## src/rtl/mac_stream_par.sv

```systemverilog
// Streamed, lane-parallel saturating MAC for one neuron; bias-aligned start.
// Optional MAC_RELU_EN clamps negative results to zero on the output.
module mac_stream_par #(
  parameter int XW     = 8,
  parameter int WW     = 16,
  parameter int NLANES = 2,
  parameter int ACCW   = 32,
  parameter int XSHIFT = 5,
  parameter int BIASW  = 16,
  parameter int BSHIFT = 10,
  parameter int MAXIN  = 20,
  parameter int CNTW   = $clog2(MAXIN + 1)
) (
  input  logic                   clkMAC,
  input  logic                   rstMAC_n,
  input  logic                   start,
  input  logic [CNTW-1:0]        iQtdEntradas,
  input  logic                   iFlagBias,
  input  logic [BIASW-1:0]       iBias,
  input  logic                   iValid,
  output logic                   oReady,
  input  logic [NLANES*XW-1:0]   ix,
  input  logic [NLANES*WW-1:0]   iw,
  output logic [ACCW-1:0]        oSoma,
  output logic                   oSomaOK,
  output logic                   oOvf
);

  localparam int CW = $clog2(MAXIN + NLANES + 1);
  localparam int PW = XW + WW;
  localparam logic [ACCW-1:0] MAXV = {1'b0, {(ACCW-1){1'b1}}};
  localparam logic [ACCW-1:0] MINV = {1'b1, {(ACCW-1){1'b0}}};

  typedef enum logic [1:0] {IDLE, ACC, DRAIN, DONE} state_t;

  state_t                       st_q, st_d;
  logic [CW-1:0]                cnt_q, cnt_d;
  logic [CNTW-1:0]              qtd_q, qtd_d;
  logic [ACCW-1:0]              acc_q, acc_d;
  logic                         ovf_q, ovf_d;
  logic [1:0]                   drn_q, drn_d;
  logic                         s1_v_q, s1_v_d;
  logic [NLANES-1:0][ACCW-1:0]  s1_p_q, s1_p_d;
  logic                         s2_v_q, s2_v_d;
  logic [ACCW-1:0]              s2_sum_q, s2_sum_d;
  logic                         s2_ovf_q, s2_ovf_d;

  logic [ACCW:0]                r_ls;
  logic [ACCW:0]                r_acc;
  logic [ACCW-1:0]              bias_ext;
  logic [CNTW-1:0]              qtd_clamp;
  logic [CW-1:0]                cnt_nx;

  // Returns {overflow, clamped sum}
  function automatic logic [ACCW:0] sat_add(
    input logic [ACCW-1:0] a,
    input logic [ACCW-1:0] b
  );
    logic [ACCW:0] s;
    s = {a[ACCW-1], a} + {b[ACCW-1], b};
    if (s[ACCW] != s[ACCW-1])
      return {1'b1, (s[ACCW] ? MINV : MAXV)};
    return {1'b0, s[ACCW-1:0]};
  endfunction

  function automatic logic [ACCW-1:0] lane_prod(
    input logic [XW-1:0] x,
    input logic [WW-1:0] w
  );
    logic signed [PW-1:0] p;
    p = $signed(x) * $signed(w);
    return {{(ACCW-PW){p[PW-1]}}, p} << XSHIFT;
  endfunction

  assign bias_ext  = {{(ACCW-BIASW){iBias[BIASW-1]}}, iBias} << BSHIFT;
  assign qtd_clamp = (iQtdEntradas > CNTW'(MAXIN)) ? CNTW'(MAXIN)
                                                   : iQtdEntradas;
  assign cnt_nx    = cnt_q + CW'(NLANES);

  always_comb begin
    st_d     = st_q;
    cnt_d    = cnt_q;
    qtd_d    = qtd_q;
    acc_d    = acc_q;
    ovf_d    = ovf_q;
    drn_d    = drn_q;
    s1_v_d   = 1'b0;
    s1_p_d   = s1_p_q;
    s2_v_d   = s1_v_q;
    s2_ovf_d = 1'b0;
    r_acc    = '0;

    // Lane reduction in index order, each step saturating
    r_ls = {1'b0, s1_p_q[0]};
    for (int k = 1; k < NLANES; k++) begin
      r_ls     = sat_add(r_ls[ACCW-1:0], s1_p_q[k]);
      s2_ovf_d = s2_ovf_d | r_ls[ACCW];
    end
    s2_sum_d = r_ls[ACCW-1:0];

    if (s2_v_q) begin
      r_acc = sat_add(acc_q, s2_sum_q);
      acc_d = r_acc[ACCW-1:0];
      ovf_d = ovf_q | r_acc[ACCW] | s2_ovf_q;
    end

    unique case (st_q)
      IDLE: ;
      ACC: begin
        if (iValid) begin
          s1_v_d = 1'b1;
          for (int k = 0; k < NLANES; k++) begin
            if (int'(cnt_q) + k < int'(qtd_q))
              s1_p_d[k] = lane_prod(ix[k*XW +: XW], iw[k*WW +: WW]);
            else
              s1_p_d[k] = '0;
          end
          cnt_d = cnt_nx;
          if (cnt_nx >= CW'(qtd_q)) begin
            st_d  = DRAIN;
            drn_d = 2'd0;
          end
        end
      end
      DRAIN: begin
        if (drn_q != 2'd2)
          drn_d = drn_q + 2'd1;
        else if (!s1_v_q && !s2_v_q)
          st_d = DONE;
      end
      DONE: ;
      default: st_d = IDLE;
    endcase

    // A new start wins over everything, discarding in-flight work
    if (start) begin
      acc_d  = iFlagBias ? bias_ext : '0;
      cnt_d  = '0;
      qtd_d  = qtd_clamp;
      ovf_d  = 1'b0;
      drn_d  = 2'd0;
      s1_v_d = 1'b0;
      s2_v_d = 1'b0;
      st_d   = (qtd_clamp == '0) ? DRAIN : ACC;
    end
  end

  always_ff @(posedge clkMAC or negedge rstMAC_n) begin
    if (!rstMAC_n) begin
      st_q     <= IDLE;
      cnt_q    <= '0;
      qtd_q    <= '0;
      acc_q    <= '0;
      ovf_q    <= 1'b0;
      drn_q    <= 2'd0;
      s1_v_q   <= 1'b0;
      s1_p_q   <= '0;
      s2_v_q   <= 1'b0;
      s2_sum_q <= '0;
      s2_ovf_q <= 1'b0;
    end else begin
      st_q     <= st_d;
      cnt_q    <= cnt_d;
      qtd_q    <= qtd_d;
      acc_q    <= acc_d;
      ovf_q    <= ovf_d;
      drn_q    <= drn_d;
      s1_v_q   <= s1_v_d;
      s1_p_q   <= s1_p_d;
      s2_v_q   <= s2_v_d;
      s2_sum_q <= s2_sum_d;
      s2_ovf_q <= s2_ovf_d;
    end
  end

  logic [ACCW-1:0] res;
`ifdef MAC_RELU_EN
  assign res = acc_q[ACCW-1] ? '0 : acc_q;
`else
  assign res = acc_q;
`endif

  assign oReady  = (st_q == ACC);
  assign oSomaOK = (st_q == DONE);
  assign oSoma   = (st_q == DONE) ? res : '0;
  assign oOvf    = ovf_q;

endmodule

```

## config.mk

```make
export PLATFORM = sky130hd
export DESIGN_NAME = mac_stream_par
export DESIGN_NICKNAME = d
export VERILOG_FILES = /design/src/rtl/mac_stream_par.sv
export SDC_FILE = /design/constraint.sdc
export NUM_CORES = 1
export LEC_CHECK = 0
export CAP_MARGIN = 20
export CORE_MARGIN = 1.5
export CORE_UTILIZATION = 45
export DETAILED_ROUTE_END_ITERATION = 8
export PLACE_DENSITY = 0.65
export SETUP_SLACK_MARGIN = 0.1
export SLEW_MARGIN = 20
export SYNTH_ARGS = -nofsm -noshare
export SYNTH_HDL_FRONTEND = slang
export SYNTH_SLANG_ARGS = --single-unit
```

## constraint.sdc

```tcl
create_clock -name clkMAC -period 10.26 [get_ports clkMAC]
set_input_delay 3.078 -clock clkMAC [delete_from_list [all_inputs] [get_ports clkMAC]]
set_output_delay 3.078 -clock clkMAC [all_outputs]
set_load 0.1 [all_outputs]
```

Word level (Yosys, flattened, before mapping)
Index checks and enable logic that the tools add are counted.
Storage, ports and cells
  word-level logic and storage cells: 86
  input bits: 74
  output and inout bits: 35
  register bits after elaboration: 146
Operators by class
  reduce and logical (&&, ||, !) cells: 12
  muxes and demuxes: 38
  bitwise operators: 2
  multiply operators: 2
  add/subtract/negate cells: 5
  $lt $le $gt $ge: 4
  equality and inequality tests: 11
Operators with widths (count)
  32-bit two-way mux: 8
  33-bit two-way mux: 5
  32-bit by 32-bit adder with 33-bit output: 2
  8-bit by 16-bit multiplier with 24-bit output: 2
  2-bit two-way mux: 10
  5-bit two-way mux: 4
  3-bit != test (second input constant): 4
  1-bit two-way mux: 9
  2-bit case mux with 2 select lines: 2
  5-bit by 1-bit adder with 6-bit output (second input constant): 1
  6-bit by 5-bit < comparator with 1-bit output: 1
  2-bit nonzero test: 3
  5-bit by 2-bit adder with 5-bit output (second input constant): 1
  5-bit greater-or-equal comparator: 1
  5-bit greater-than comparator (second input constant): 1
  5-bit logical NOT: 1
  5-bit < comparator: 1
  5-bit AND reduction: 1
  2-bit == test (second input constant): 2
  2-bit AND reduction: 2
  4-bit AND reduction: 1
  3-bit by 2-bit != test with 1-bit output (second input constant): 1
  3-bit nonzero test: 1
  2-bit by 1-bit adder with 2-bit output (second input constant): 1
  6 further kinds: 9

Depth between registers and ports, before layout
  depth in word-level cells: 10
  depth in mapped cells: 20
  depth with buffers taken out: 19

Worst setup path before layout
OpenSTA, ideal clock, no wires.
  path kind: input to register
  start: input port ix[15]
  end: register s1_p_q[54] (netlist bit)
  buffers on the path: 1
  cell stages on the path: 19
  required time: 10.138 ns
  path slack: 2.293 ns
  data arrival time: 7.845 ns
  library setup time: 0.122 ns
  cells stage by stage: inv_1 -> buf_1 -> nor2_1 -> fa_1 -> fa_1 -> fa_1 -> inv_1 -> fa_1 -> inv_1 -> ha_1 -> a21oi_1 -> o21bai_1 -> a211oi_1 -> nor3_1 -> o31ai_1 -> a21boi_0 -> o21a_1 -> or3_1 -> a32o_1
On the way
  word-level cells in the longest chain between the ends: 2
RTL lines
  start, declared: line 22  | input logic [NLANES*XW-1:0] ix,
  8-bit by 16-bit multiplier with 24-bit output: line 71  | p = $signed(x) * $signed(w);
  32-bit two-way mux: line 113  | if (int'(cnt_q) + k < int'(qtd_q))
  end signal, assigned: line 169  | s1_p_q <= s1_p_d;
  end, declared: line 43  | logic [NLANES-1:0][ACCW-1:0] s1_p_q, s1_p_d;
No other way between the ends.
A chain may end at the register's enable or synchronous reset.

Worst setup path in the final report
  start: input port ix[15]
  end: register s1_p_q[62] (netlist bit)
Same word-level chain as after synthesis.

==> results.json <==
{
  "port_buffers": 108,
  "grt_pass1_wl_um": 66900,
  "place.gp.congestion": 0.908,
  "grt_max_degree": 84,
  "yosysWarningCount": 0,
  "ys_seq_elements": 125,
  "setup_violations": 0,
  "antenna_found_initial": 0,
  "syn2layout_area_growth_pct": 12.9,
  "crit_fanout": 15,
  "cp-start-kind": "input pin",
  "fmax_mhz": 119,
  "worstSkewPairLatency_ns": 0.42,
  "gr-total-overflow": 0,
  "cts_buffers": 17,
  "worst_pin_slew_ns": 0.988,
  "cpMaxStageDelayCell": "fa_1",
  "cts_resized": 0,
  "cpPeakStageDelay_ns": 0.55,
  "syn-cell-area_um2": 17000,
  "critical_path_buf_inv_count": 4,
  "n_antenna_cell": 0,
  "wl_per_cell_um": 15.5,
  "post-route-min-period_ns": 8.39,
  "seq_area_frac_synth_pct": 18.4,
  "crit_top_cell": "fa_1",
  "power.density_nw_per_um2": 268,
  "drv_slew": 0,
  "num_vias": 13300,
  "finalHoldViolations": 0,
  "grt_usage_pct": 21.1,
  "ir_drop_mv": 0.156,
  "synth_edf_count": 0,
  "place_hpwl_um": 31900,
  "power.static_leakage_nw": 9.50,
  "drc": 0,
  "die_area_um2": 39000,
  "hold_ws_ns": 0.492,
  "synth_area_leaders": "fa_1 24%, dfrtp_1 18%, ha_1 12%",
  "cp_cell_sequence": "clkdlybuf4s50_1 > inv_1 > nor2_1 > fa_1 > fa_1 > fa_1 > inv_1 > fa_1 > inv_1 > ha_1 > a21oi_1 > o21bai_1 > a211oi_1 > nor3_1 > nor3_1 > nor3_1 > or4_1 > o311ai_0",
  "synth_top_cell_area_share_pct": 24.5,
  "vias_per_cell": 5.29,
  "synth_common_cells": "305 x inv_1, 208 x fa_1, 185 x and2_1, 161 x ha_1, 156 x nand2_1",
  "first_pass_iters": 5,
  "synth.largest_area_cell": "fa_1",
  "grt_pass1_vias": 13700,
  "synth_most_common_cell": "inv_1",
  "start_util_pct": 45.4,
  "worst_setup_path_end_kind": "register",
  "arrival_ns": 8.69,
  "slew_headroom_pct": 33.9,
  "drive_gt1_share_pct": 3.11,
  "synth-main-ff-cell": "dfrtp_1",
  "core_area_um2": 37500,
  "io_pins": 109,
  "root_buffer": "clkbuf_16",
  "cts_max_path_buffers": 2,
  "cp.required_ns": 10.56,
  "hold_class": "reg -> reg",
  "async_reset_ff_share_pct": 100,
  "antenna_left": 0,
  "drt-initial-drc-count": 691,
  "fin_setup_tns_ns": 0,
  "r2r_slack_ns": 5.43,
  "total_power_mw": 5.15,
  "syn-num-nets": 2345,
  "hold_buffers": 0,
  "avgSynthCellArea_um2": 8.95,
  "drv_cap": 0,
  "tritoncts": "built",
  "finalClockSkew_ns": 0.0106,
  "nets": 2426,
  "status": "finished clean",
  "rsz0062_at_grt": "no",
  "fp-row-count": 71,
  "synthCells": 1902,
  "synth_cell_type_count": 73,
  "die_x_um": 197,
  "cp_top_family": "adder cells",
  "fp.dieH_um": 197,
  "period_share_pct": 81.8,
  "cts_sinks": 125,
  "wl_um": 38900,
  "critPathKind": "in -> reg",
  "cts_setup_buffers": 0,
  "clkTransAtPathRegs_ns": 0.06,
  "h-tree-depth": 4
}
==> worst register-to-register path, delay by kind of cell (launching register included) <==
family | cells | cell delay (ns)
buffers and inverters | 3 | 0.86
flip-flops | 1 | 0.45
adder cells (fa/ha/maj) | 3 | 1.04
AND/OR/NAND/NOR | 2 | 0.30
AO/OA/AOI/OAI | 9 | 2.03
==> kinds of logic after synthesis <==
logic type | Yosys count | share of synthesized area (%)
flops | 125 | 18.4
compound gates | 396 | 15.6
mux | 2 | 0.140
fa+ha+maj | 369 | 36.3
simple gates | 562 | 17.0
buf+inv | 358 | 7.96
xor+xnor | 90 | 4.63
==> report_power, final <==
group          internal (mW)  switching (mW)  leakage [nW]
Combinational           1.50            2.18          7.61
Sequential             0.693           0.136          1.59
Clock                  0.394           0.242         0.299
==> layout make-up <==
class | instances | area (um2)
multi-input combinational | 1419 | 12600
tap | 511 | 639
clock buffer | 18 | 439
fill | 3567 | 18300
timing repair buffer | 114 | 1130
sequential | 125 | 3130
clock inverter | 14 | 180
inverter | 306 | 1150
==> stage by stage <==
step | setup WS [ns] | utilization, % | instances | cell area, um2
final | 1.87 | 51.3 | 2507 | 19200
after floorplan | 2.29 | - | 1902 | 17000
after global routing | 1.41 | 51.3 | 2507 | 19200
after global placement | 1.61 | 49.6 | 2474 | 18600
after CTS | 1.88 | 51.2 | 2506 | 19200
after detailed placement | 1.45 | 49.6 | 2474 | 18600
==> path summary, 6_finish.rpt <==
| kind | cells after the start | endpoint | startpoint |
|---|---|---|---|
| max reg2reg | 17 | s2_sum_q[15]$_DFF_PN0_ | s1_p_q[37]$_DFFE_PN0P_ |
| min in group asynchronous | 1 | acc_q[3]$_DFFE_PN0P_ | rstMAC_n |
| max | 18 | s1_p_q[62]$_DFFE_PN0P_ | ix[15] |
| min reg2reg | 2 | s1_p_q[55]$_DFFE_PN0P_ | s1_p_q[55]$_DFFE_PN0P_ |
| max in group asynchronous | 2 | s1_p_q[52]$_DFFE_PN0P_ | rstMAC_n |
| min | 2 | s1_p_q[55]$_DFFE_PN0P_ | s1_p_q[55]$_DFFE_PN0P_ |
==> per-layer routing <==
metal  track usage, %  wire length, um  vias to the layer above
met4             4.89              688                        0
met5                0                0                        -
met1             27.9            17700                     6577
li1                 -                -                     6411
met2             37.6            19500                      232
met3             1.79             1130                       53
==> flip-flops by register name, summed over array words and instances (netlist names) <==
signal / cells
s1_p_q: 48
acc_q: 32
s2_sum_q: 28
qtd_q: 5
cnt_q: 4
drn_q: 2
st_q: 2
oOvf: 1
s1_v_q: 1
s2_ovf_q: 1
s2_v_q: 1
==> cells in the final DEF (no fill, tap or decap), types with 12 or more instances in the layout <==
master	count
nor2_1	84
a22oi_1	13
inv_1	305
clkbuf_16	17
a21oi_1	85
nand2_1	155
and3_1	42
xnor2_1	55
xor2_1	35
fa_1	208
o211ai_1	24
a21o_1	47
o21bai_1	12
nand3_1	21
o21ai_0	105
and2_1	185
clkdlybuf4s50_1	107
nor3_1	17
ha_1	161
o21a_1	15
dfrtp_1	125
Note: power is estimated with default switching activity, not from simulation.
